<file path="config.mk">
export PLATFORM = sky130hd
export DESIGN_NAME = jtdd_timing_flat
export DESIGN_NICKNAME = d
export VERILOG_FILES = /design/src/rtl/jtdd_timing_pkg.sv /design/src/rtl/jtdd_timing_if.sv /design/src/rtl/jtdd_tcnt.sv /design/src/rtl/jtdd_timing.sv /design/src/flat_wrapper.sv
export SDC_FILE = /design/constraint.sdc
export NUM_CORES = 1
export LEC_CHECK = 0
export CORE_MARGIN = 2
export CORE_UTILIZATION = 45
export CTS_CLUSTER_SIZE = 28
export DETAILED_ROUTE_END_ITERATION = 16
export HOLD_SLACK_MARGIN = 0.05
export PLACE_DENSITY = 0.77
export SLEW_MARGIN = 20
export SYNTH_ARGS = -nofsm -noshare
export SYNTH_HDL_FRONTEND = slang
export SYNTH_HIERARCHICAL = 1
export SYNTH_SLANG_ARGS = --single-unit
export TNS_END_PERCENT = 20
</file>
<file path="constraint.sdc">
create_clock -name clk -period 3.35 [get_ports clk]
set_clock_uncertainty 0.15 [all_clocks]
set_input_delay 0.67 -clock clk [delete_from_list [all_inputs] [get_ports clk]]
set_output_delay 0.67 -clock clk [all_outputs]
set_load 0.02 [all_outputs]
</file>
<file path="src/rtl/jtdd_timing_pkg.sv">
// jtdd_timing_pkg: default raster timing for the Double Dragon video chain.
// Shared by the timing generator, the main CPU glue and the video blocks.
package jtdd_timing_pkg;

    localparam int HTOTAL_DEF   = 384;
    localparam int VTOTAL_DEF   = 272;
    localparam int HB_START_DEF = 256;
    localparam int HS_START_DEF = 288;
    localparam int HS_END_DEF   = 319;
    localparam int VB_START_DEF = 248;
    localparam int VB_END_DEF   = 8;
    localparam int VS_START_DEF = 252;
    localparam int VS_END_DEF   = 255;

    localparam int CW = 9;

    typedef logic [CW-1:0] cnt_t;

    function automatic logic in_win(
        cnt_t x,
        cnt_t lo,
        cnt_t hi
    );
        return (x >= lo) && (x <= hi);
    endfunction

endpackage

</file>
<file path="src/rtl/jtdd_timing_if.sv">
// jtdd_timing_if: pixel enable and flip request in, raster
// counters, blanking and sync out.
interface jtdd_timing_if;
    import jtdd_timing_pkg::*;

    logic       cen6;
    logic       flip;
    cnt_t       H;
    cnt_t       V;
    logic [7:0] HF;
    logic [7:0] VF;
    logic       Hinit;
    logic       LHBL;
    logic       LVBL;
    logic       VBL;
    logic       IMS;
    logic       HS;
    logic       VS;

    modport master (
        input  cen6, flip,
        output H, V, HF, VF, Hinit,
        output LHBL, LVBL, VBL, IMS,
        output HS, VS
    );

    modport slave (
        output cen6, flip,
        input  H, V, HF, VF, Hinit,
        input  LHBL, LVBL, VBL, IMS,
        input  HS, VS
    );

endinterface

</file>
<file path="src/rtl/jtdd_tcnt.sv">
// jtdd_tcnt: modulo-MAX counter with carry out on the terminal count.
// nxt exposes the next value so callers can register decodes with no lag.
module jtdd_tcnt #(
    parameter int W   = 9,
    parameter int MAX = 384
)(
    input  logic         clk,
    input  logic         nRESET,
    input  logic         en,
    output logic [W-1:0] cnt,
    output logic [W-1:0] nxt,
    output logic         wrap
);

    localparam logic [W-1:0] LAST = W'(MAX - 1);

    assign wrap = en && (cnt == LAST);

    always_comb begin
        nxt = cnt;
        if (wrap)
            nxt = '0;
        else if (en)
            nxt = cnt + W'(1);
    end

    always_ff @(posedge clk or negedge nRESET) begin
        if (!nRESET)
            cnt <= '0;
        else
            cnt <= nxt;
    end

endmodule

</file>
<file path="src/rtl/jtdd_timing.sv">
// jtdd_timing: H/V raster counters with registered blanking, sync,
// IMS interrupt source and frame-latched screen flip.
module jtdd_timing
    import jtdd_timing_pkg::*;
#(
    parameter int HTOTAL   = HTOTAL_DEF,
    parameter int VTOTAL   = VTOTAL_DEF,
    parameter int HB_START = HB_START_DEF,
    parameter int HS_START = HS_START_DEF,
    parameter int HS_END   = HS_END_DEF,
    parameter int VB_START = VB_START_DEF,
    parameter int VB_END   = VB_END_DEF,
    parameter int VS_START = VS_START_DEF,
    parameter int VS_END   = VS_END_DEF
)(
    input  logic          clk,
    input  logic          nRESET,
    jtdd_timing_if.master vid
);

    localparam cnt_t HB  = cnt_t'(HB_START);
    localparam cnt_t HSS = cnt_t'(HS_START);
    localparam cnt_t HSE = cnt_t'(HS_END);
    localparam cnt_t VBS = cnt_t'(VB_START);
    localparam cnt_t VBE = cnt_t'(VB_END);
    localparam cnt_t VSS = cnt_t'(VS_START);
    localparam cnt_t VSE = cnt_t'(VS_END);

    cnt_t h, v;
    cnt_t h_nx, v_nx;
    logic h_wrap, v_wrap;
    logic flip_l, hinit;
    logic lhbl, lvbl, ims, hs, vs;
    logic lvbl_nx;

    jtdd_tcnt #(.W(CW), .MAX(HTOTAL)) u_hcnt (
        .clk    (clk),
        .nRESET (nRESET),
        .en     (vid.cen6),
        .cnt    (h),
        .nxt    (h_nx),
        .wrap   (h_wrap)
    );

    jtdd_tcnt #(.W(CW), .MAX(VTOTAL)) u_vcnt (
        .clk    (clk),
        .nRESET (nRESET),
        .en     (h_wrap),
        .cnt    (v),
        .nxt    (v_nx),
        .wrap   (v_wrap)
    );

    // Edge-set blanking so the window can straddle the V wrap.
    always_comb begin
        lvbl_nx = lvbl;
        unique case (1'b1)
            (v_nx == VBS): lvbl_nx = 1'b0;
            (v_nx == VBE): lvbl_nx = 1'b1;
            default:       lvbl_nx = lvbl;
        endcase
    end

    always_ff @(posedge clk or negedge nRESET) begin
        if (!nRESET) begin
            flip_l <= 1'b0;
            hinit  <= 1'b0;
            lhbl   <= 1'b1;
            lvbl   <= 1'b0;
            ims    <= 1'b0;
            hs     <= 1'b1;
            vs     <= 1'b1;
        end else begin
            hinit <= (h_nx == '0);
            if (vid.cen6) begin
                lhbl <= (h_nx < HB);
                lvbl <= lvbl_nx;
                ims  <= (h_nx >= HB)
                     && (v_nx[3:0] == 4'hF)
                     && lvbl_nx;
                hs   <= !in_win(h_nx, HSS, HSE);
                vs   <= !in_win(v_nx, VSS, VSE);
                if (v_wrap)
                    flip_l <= vid.flip;
            end
        end
    end

    assign vid.H     = h;
    assign vid.V     = v;
    assign vid.HF    = h[7:0] ^ {8{flip_l}};
    assign vid.VF    = v[7:0] ^ {8{flip_l}};
    assign vid.Hinit = hinit;
    assign vid.LHBL  = lhbl;
    assign vid.LVBL  = lvbl;
    assign vid.VBL   = ~lvbl;
    assign vid.IMS   = ims;
    assign vid.HS    = hs;
    assign vid.VS    = vs;

endmodule

</file>
<file path="src/flat_wrapper.sv">
// flat-port wrapper written by rule: the top's interface ports become plain ports
module jtdd_timing_flat import jtdd_timing_pkg::*;
#(
    parameter int HTOTAL   = HTOTAL_DEF,
    parameter int VTOTAL   = VTOTAL_DEF,
    parameter int HB_START = HB_START_DEF,
    parameter int HS_START = HS_START_DEF,
    parameter int HS_END   = HS_END_DEF,
    parameter int VB_START = VB_START_DEF,
    parameter int VB_END   = VB_END_DEF,
    parameter int VS_START = VS_START_DEF,
    parameter int VS_END   = VS_END_DEF
)
  (clk, nRESET, vid_cen6, vid_flip, vid_H, vid_V, vid_HF, vid_VF, vid_Hinit, vid_LHBL, vid_LVBL, vid_VBL, vid_IMS, vid_HS, vid_VS);
  jtdd_timing_if vid_i ();
  input  logic clk;
  input  logic nRESET;
  input wire logic [$bits(vid_i.cen6)-1:0] vid_cen6;
  input wire logic [$bits(vid_i.flip)-1:0] vid_flip;
  output wire logic [$bits(vid_i.H)-1:0] vid_H;
  output wire logic [$bits(vid_i.V)-1:0] vid_V;
  output wire logic [$bits(vid_i.HF)-1:0] vid_HF;
  output wire logic [$bits(vid_i.VF)-1:0] vid_VF;
  output wire logic [$bits(vid_i.Hinit)-1:0] vid_Hinit;
  output wire logic [$bits(vid_i.LHBL)-1:0] vid_LHBL;
  output wire logic [$bits(vid_i.LVBL)-1:0] vid_LVBL;
  output wire logic [$bits(vid_i.VBL)-1:0] vid_VBL;
  output wire logic [$bits(vid_i.IMS)-1:0] vid_IMS;
  output wire logic [$bits(vid_i.HS)-1:0] vid_HS;
  output wire logic [$bits(vid_i.VS)-1:0] vid_VS;
  assign vid_i.cen6 = vid_cen6;
  assign vid_i.flip = vid_flip;
  assign vid_H = vid_i.H;
  assign vid_V = vid_i.V;
  assign vid_HF = vid_i.HF;
  assign vid_VF = vid_i.VF;
  assign vid_Hinit = vid_i.Hinit;
  assign vid_LHBL = vid_i.LHBL;
  assign vid_LVBL = vid_i.LVBL;
  assign vid_VBL = vid_i.VBL;
  assign vid_IMS = vid_i.IMS;
  assign vid_HS = vid_i.HS;
  assign vid_VS = vid_i.VS;
  jtdd_timing #(.HTOTAL(HTOTAL), .VTOTAL(VTOTAL), .HB_START(HB_START), .HS_START(HS_START), .HS_END(HS_END), .VB_START(VB_START), .VB_END(VB_END), .VS_START(VS_START), .VS_END(VS_END)) u_core (.clk(clk), .nRESET(nRESET), .vid(vid_i));
endmodule
</file>
Word level (Yosys, flattened, before mapping)
Index checks and enable logic that the tools add are counted.
Storage, ports and cells
  bits in registers: 25
  bits of input ports: 4
  output and inout bits: 41
Operators by class
  $add $sub $neg: 2
  order comparisons: 6
  equal/unequal tests: 5
  muxes and demuxes: 5
  bitwise logic cells: 3
  reductions and logical operators: 10
Operator list (count)
  $mux 9: 4
  $add 9x1->9 const B: 2
  $eq 9x9->1 const B: 2
  $ge 9x9->1 const B: 2
  $xor 8x8->8: 2
  $eq 9x4->1 const B: 1
  $eq 9x8->1 const B: 1
  $ge 9x8->1 const B: 1
  $le 9x8->1 const B: 1
  $le 9x9->1 const B: 1
  $logic_not 9->1: 1
  $lt 9x9->1 const B: 1
  $logic_and 1x1->1: 6
  $eq 4x4->1 const B: 1
  $logic_not 1->1: 2
  $pmux 1 s2: 1
  $reduce_and 2->1: 1
  $not 1->1: 1

Longest topological paths before layout
  depth after elaboration: 7
  gate-level depth with buffers: 9
  gate-level depth less buffers: 9

By module
The synthesis kept the hierarchy.
Modules (own cells, without submodules)
  jtdd_timing: instances 1, cells each 50, area each 493.0 um^2
  jtdd_tcnt at u_core.u_vcnt: instances 1, cells each 40, area each 471.7 um^2
  jtdd_tcnt at u_core.u_hcnt: instances 1, cells each 42, area each 456.7 um^2

Worst setup path before layout
No wires, ideal clock.
  path type: flip-flop to flip-flop
  start: register u_core.u_hcnt.cnt[0]
  end: register u_core.lvbl, in the netlist u_core/vid.LVBL
  arrival time: 2.926 ns
  required time: 3.122 ns
  slack: 0.196 ns
  cell stages (with the launch flop): 10
  buffers on the path: 0
  period minus slack after synthesis: 3.154 ns
  cell sequence: dfrtp_1 ha_1 nand4_2 nor4_2 and4_1 nand3_1 xnor2_1 or4_4 nor4_2 o21bai_1
Between the ends
  longest elaborated chain between the ends: 6
  elaborated cells on any way between the ends: 8
  those cells by class: eq/ne: 3; mux: 3; reduce/logical: 2
RTL lines
  from (decl): line jtdd_tcnt.sv:10  | output logic [W-1:0] cnt,
  from (signal assigned): line jtdd_tcnt.sv:31  | cnt <= nxt;
  $eq 9x9->1 (*): line jtdd_tcnt.sv:17  | assign wrap = en && (cnt == LAST);
  $logic_and 1x1->1 (*): line jtdd_tcnt.sv:17
  named net u_core.h_wrap: line jtdd_timing.sv:31  | logic h_wrap, v_wrap;
  $mux 9 or $logic_and 1x1->1 (tied branches): line jtdd_tcnt.sv:23, jtdd_tcnt.sv:17
  $mux 9 (*): line jtdd_tcnt.sv:21  | if (wrap)
  named net u_core.v_nx[5]: line jtdd_timing.sv:30  | cnt_t h_nx, v_nx;
  $eq 9x4->1 or $eq 9x8->1 (tied branches): line jtdd_timing.sv:59, jtdd_timing.sv:58
  $pmux 1 s2 (*): line jtdd_timing.sv:57  | unique case (1'b1)
  to (signal assigned): line jtdd_timing.sv:77  | lvbl <= lvbl_nx;
  to (decl): line jtdd_timing.sv:33  | logic lhbl, lvbl, ims, hs, vs;
The timed path passes the listed nets; every way through them passes the cells marked *.
A chain may end at the register's enable or synchronous reset.

Worst setup path in the final report
  start: input port vid_cen6
  end: register u_core.lvbl, in the netlist u_core/vid.LVBL
Between the ends
  longest elaborated chain between the ends: 5
  elaborated cells on any way between the ends: 7
  those cells by class: eq/ne: 2; mux: 3; reduce/logical: 2
RTL lines
  from (decl): line flat_wrapper.sv:18  | input wire logic [$bits(vid_i.cen6)-1:0] vid_cen6;
  $logic_and 1x1->1 (*): line jtdd_tcnt.sv:17
  named net u_core.h_wrap: line jtdd_timing.sv:31
  $mux 9 or $logic_and 1x1->1 (tied branches): line jtdd_tcnt.sv:23, jtdd_tcnt.sv:17
  $mux 9 (*): line jtdd_tcnt.sv:21
  named net u_core.v_nx[8]: line jtdd_timing.sv:30
  $eq 9x4->1 or $eq 9x8->1 (tied branches): line jtdd_timing.sv:59, jtdd_timing.sv:58
  $pmux 1 s2 (*): line jtdd_timing.sv:57
Marks and branches as above.

==> qor.txt <==
status - complete, no violations
CTS tree - yes
final hold vios - 0
Yosys reg bits - 25
Post-CTS Setup Bufs - 0
layout cells sized above 1 - 13.7%
CP Capture Type - register
CTS root buf - clkbuf_4
most common library cells after synthesis - dfrtp_1, xor2_1, nor2_1, nand2_1, xnor2_1
Slowest-stage cell, CP - or4_4
nets - 190
cell count along the critical path - 10
largest cells by area after synthesis - dfrtp_1, xor2_1, dfstp_2
Worst EP required - 3.44 ns
total wire length - 3.23 mm
htree depth - 1
initial antenna violation count - 0
Die Wd - 60.2 µm
syn_nets - 138
Startpoint Class - input port
Max Root-Sink Buffers - 2
Syn Area/Cell - 10.8 µm²
row count - 20
GRT Total Usage - 19.3%
core area - 0.00303 mm²
Max transition margin - 46.3%
hold_buf cts - 0
largest net degree at the start of global routing - 26
crit path buf inv count - 2
Yosys top cell area share - 38.7%
Layout Area Growth over Synthesis - 38.9%
CTS resizes - 0
Mapped Area - 0.00142 mm²
Final Setup Violations - 0
Routed Antenna Nets - 0
Max FO, Critical Path - 7
drt drc - 0
Clk Latency, worst-skew pair - 0.31 ns
fin crit period - 2.92 ns
Worst Reg-to-Reg Cells - 10
Port Buffers - 44
delay-heaviest family, CP - simple AND/OR/NAND/NOR gates
number of max-slew violations in the final report - 0
Max IR drop VDD - 0.000366 V
YS warnings - 6
Leakage - 0.899 nW
Clock Sinks - 25
Worst-Margin Slew - 0.806 ns
cell with the most instances after synthesis - dfrtp_1
worst hold path depth - 2
EDFF count, synth - 0
vias in the first global route - 1137
setup TNS - 0 ns
unrepaired setup endpoints after global routing - false
fillers - 251
Vias - 1161
WL/cell - 14.2 µm
RD Place Congestion - 0.858
Final HPWL DP - 2.41 mm
Detailed Routing Iterations Pass 1 - 4
first-pass GRT wire length - 5.23 mm
via density per instance - 5.11
clk slew on worst S/H paths - 0.13 ns
Die ar. - 0.00362 mm²
worst setup path category - in -> reg
Antenna Cells - 0
Yosys top cell by area - dfrtp_1
Reg power frac - 41.1%
Final Util - 65.2%
Critical Path Max Stage Delay - 0.54 ns
library cells used by synthesis - 42
combinational power share - 46.8%
Pint - 0.632 mW
CP arrival - 3.01 ns
Num CTS Buffers - 3
sequential share of the synthesized area - 44.3%
Hold Path Class - reg -> reg
DR iter-0 viols - 45
Starting Density - 46.9%
Net Switching - 0.432 mW
ys async rst share - 100%
Die Span Y - 60.2 µm
fin crit share - 87.2%
crit-path most repeated cell - nor4_2
global route overflow - 0
Clock Power Share - 12.2%
power per cell area - 539 mW/mm²
Syn Inst Count - 132
prevailing post-synth register cell - dfrtp_1
# IOs - 45
max frequency - 0.342 GHz
Sw Ratio - 40.6%
max cap viols - 0
crit path cell chain - clkdlybuf4s50_1 -> nand4_2 -> nor4_2 -> buf_4 -> nand4_4 -> o21ai_1 -> a221oi_2 -> or4_4 -> nor4_2 -> o21bai_1
-- power by group through the flow --
| stage | logic (mW) | registers, mW | clock network (mW) |
|---|---|---|---|
| CTS | 0.499 | 0.437 | 0.136 |
| detailed placement | 0.495 | 0.444 | 0 |
| finish | 0.498 | 0.436 | 0.129 |
| floorplan | 0.213 | 0.487 | 0 |
| global placement | 0.491 | 0.441 | 0 |
| global route | 0.534 | 0.448 | 0.151 |
-- layer usage --
metal	vias up	global-route usage (%)	routed length, µm
li1	568	-	-
met1	556	28.3	1550
met2	35	29.8	1480
met3	2	2.16	172
met4	0	5.40	18
met5	-	0	0
-- kinds of logic after synthesis --
family / share of synthesized area (%)
buf+inv: 2.64
simple gates: 23.6
compound gates: 7.22
fa+ha+maj: 1.76
mux: 4.49
flops: 44.3
xor+xnor: 16.0
-- layout make-up --
| type | instances | area [µm²] | area share, % |
|---|---|---|---|
| Tap cell | 44 | 55.1 | 2.79 |
| Multi-Input combinational cell | 98 | 754 | 38.2 |
| Inverter | 6 | 22.5 | 1.14 |
| Timing Repair Buffer | 50 | 485 | 24.6 |
| Clock buffer | 3 | 22.5 | 1.14 |
| Clock inverter | 1 | 5.00 | 0.253 |
| Sequential cell | 25 | 629 | 31.9 |
-- worst paths after layout --
check	startpoint	endpoint	slack (ns)
max reg2reg	u_core/u_hcnt/cnt[0]$_DFF_PN0_	u_core/vid.LVBL$_DFFE_PN0P_	0.49
min in group asynchronous	nRESET	u_core/u_hcnt/cnt[6]$_DFF_PN0_	0.55
max	vid_cen6	u_core/vid.LVBL$_DFFE_PN0P_	0.43
min reg2reg	u_core/vid.LHBL$_DFFE_PN1P_	u_core/vid.LHBL$_DFFE_PN1P_	0.33
max in group asynchronous	nRESET	u_core/vid.VS$_DFFE_PN1P_	2.20
min	u_core/vid.LHBL$_DFFE_PN1P_	u_core/vid.LHBL$_DFFE_PN1P_	0.33
-- cells in the final DEF, fill, tap and decap left out, types with 5 or more instances in the layout --
cell type	count
dfrtp_1	22
buf_4	6
nand2_1	9
xnor2_1	8
inv_1	6
clkdlybuf4s50_1	44
nor2_1	10
xor2_1	18
nand3_1	5
-- state kept, by name, summed over array words and instances (netlist names) --
register,cells
u_core/u_hcnt/cnt,9
u_core/u_vcnt/cnt,9
u_core/flip_l,1
u_core/vid.HS,1
u_core/vid.Hinit,1
u_core/vid.IMS,1
u_core/vid.LHBL,1
u_core/vid.LVBL,1
u_core/vid.VS,1
-- stage by stage --
| stage | power (mW) | hold slack (ns) | setup WS (ns) | cells | instance area (µm²) |
|---|---|---|---|---|---|
| 6_report | 1.06 | 0.334 | 0.428 | 227 | 1970 |
| 5_1_grt | 1.13 | 0.356 | 0.234 | 227 | 1970 |
| 4_1_cts | 1.07 | 0.340 | 0.423 | 227 | 1970 |
| 2_1_floorplan | 0.700 | 0.224 | 0.196 | 132 | 1420 |
| 3_5_place_dp | 0.940 | 0.320 | 0.107 | 223 | 1950 |
| 3_3_place_gp | 0.932 | 0.302 | 0.157 | 223 | 1950 |
-- worst register-to-register path, stage by stage (launching register included) --
cell	delay, ns
dfrtp_1	0.50
ha_1	0.29
nand4_2	0.12
nor4_2	0.23
buf_4	0.20
nand4_4	0.15
o21ai_1	0.23
a221oi_2	0.10
or4_4	0.54
nor4_2	0.13
o21bai_1	0.14
(Power assumes the default switching activity.)
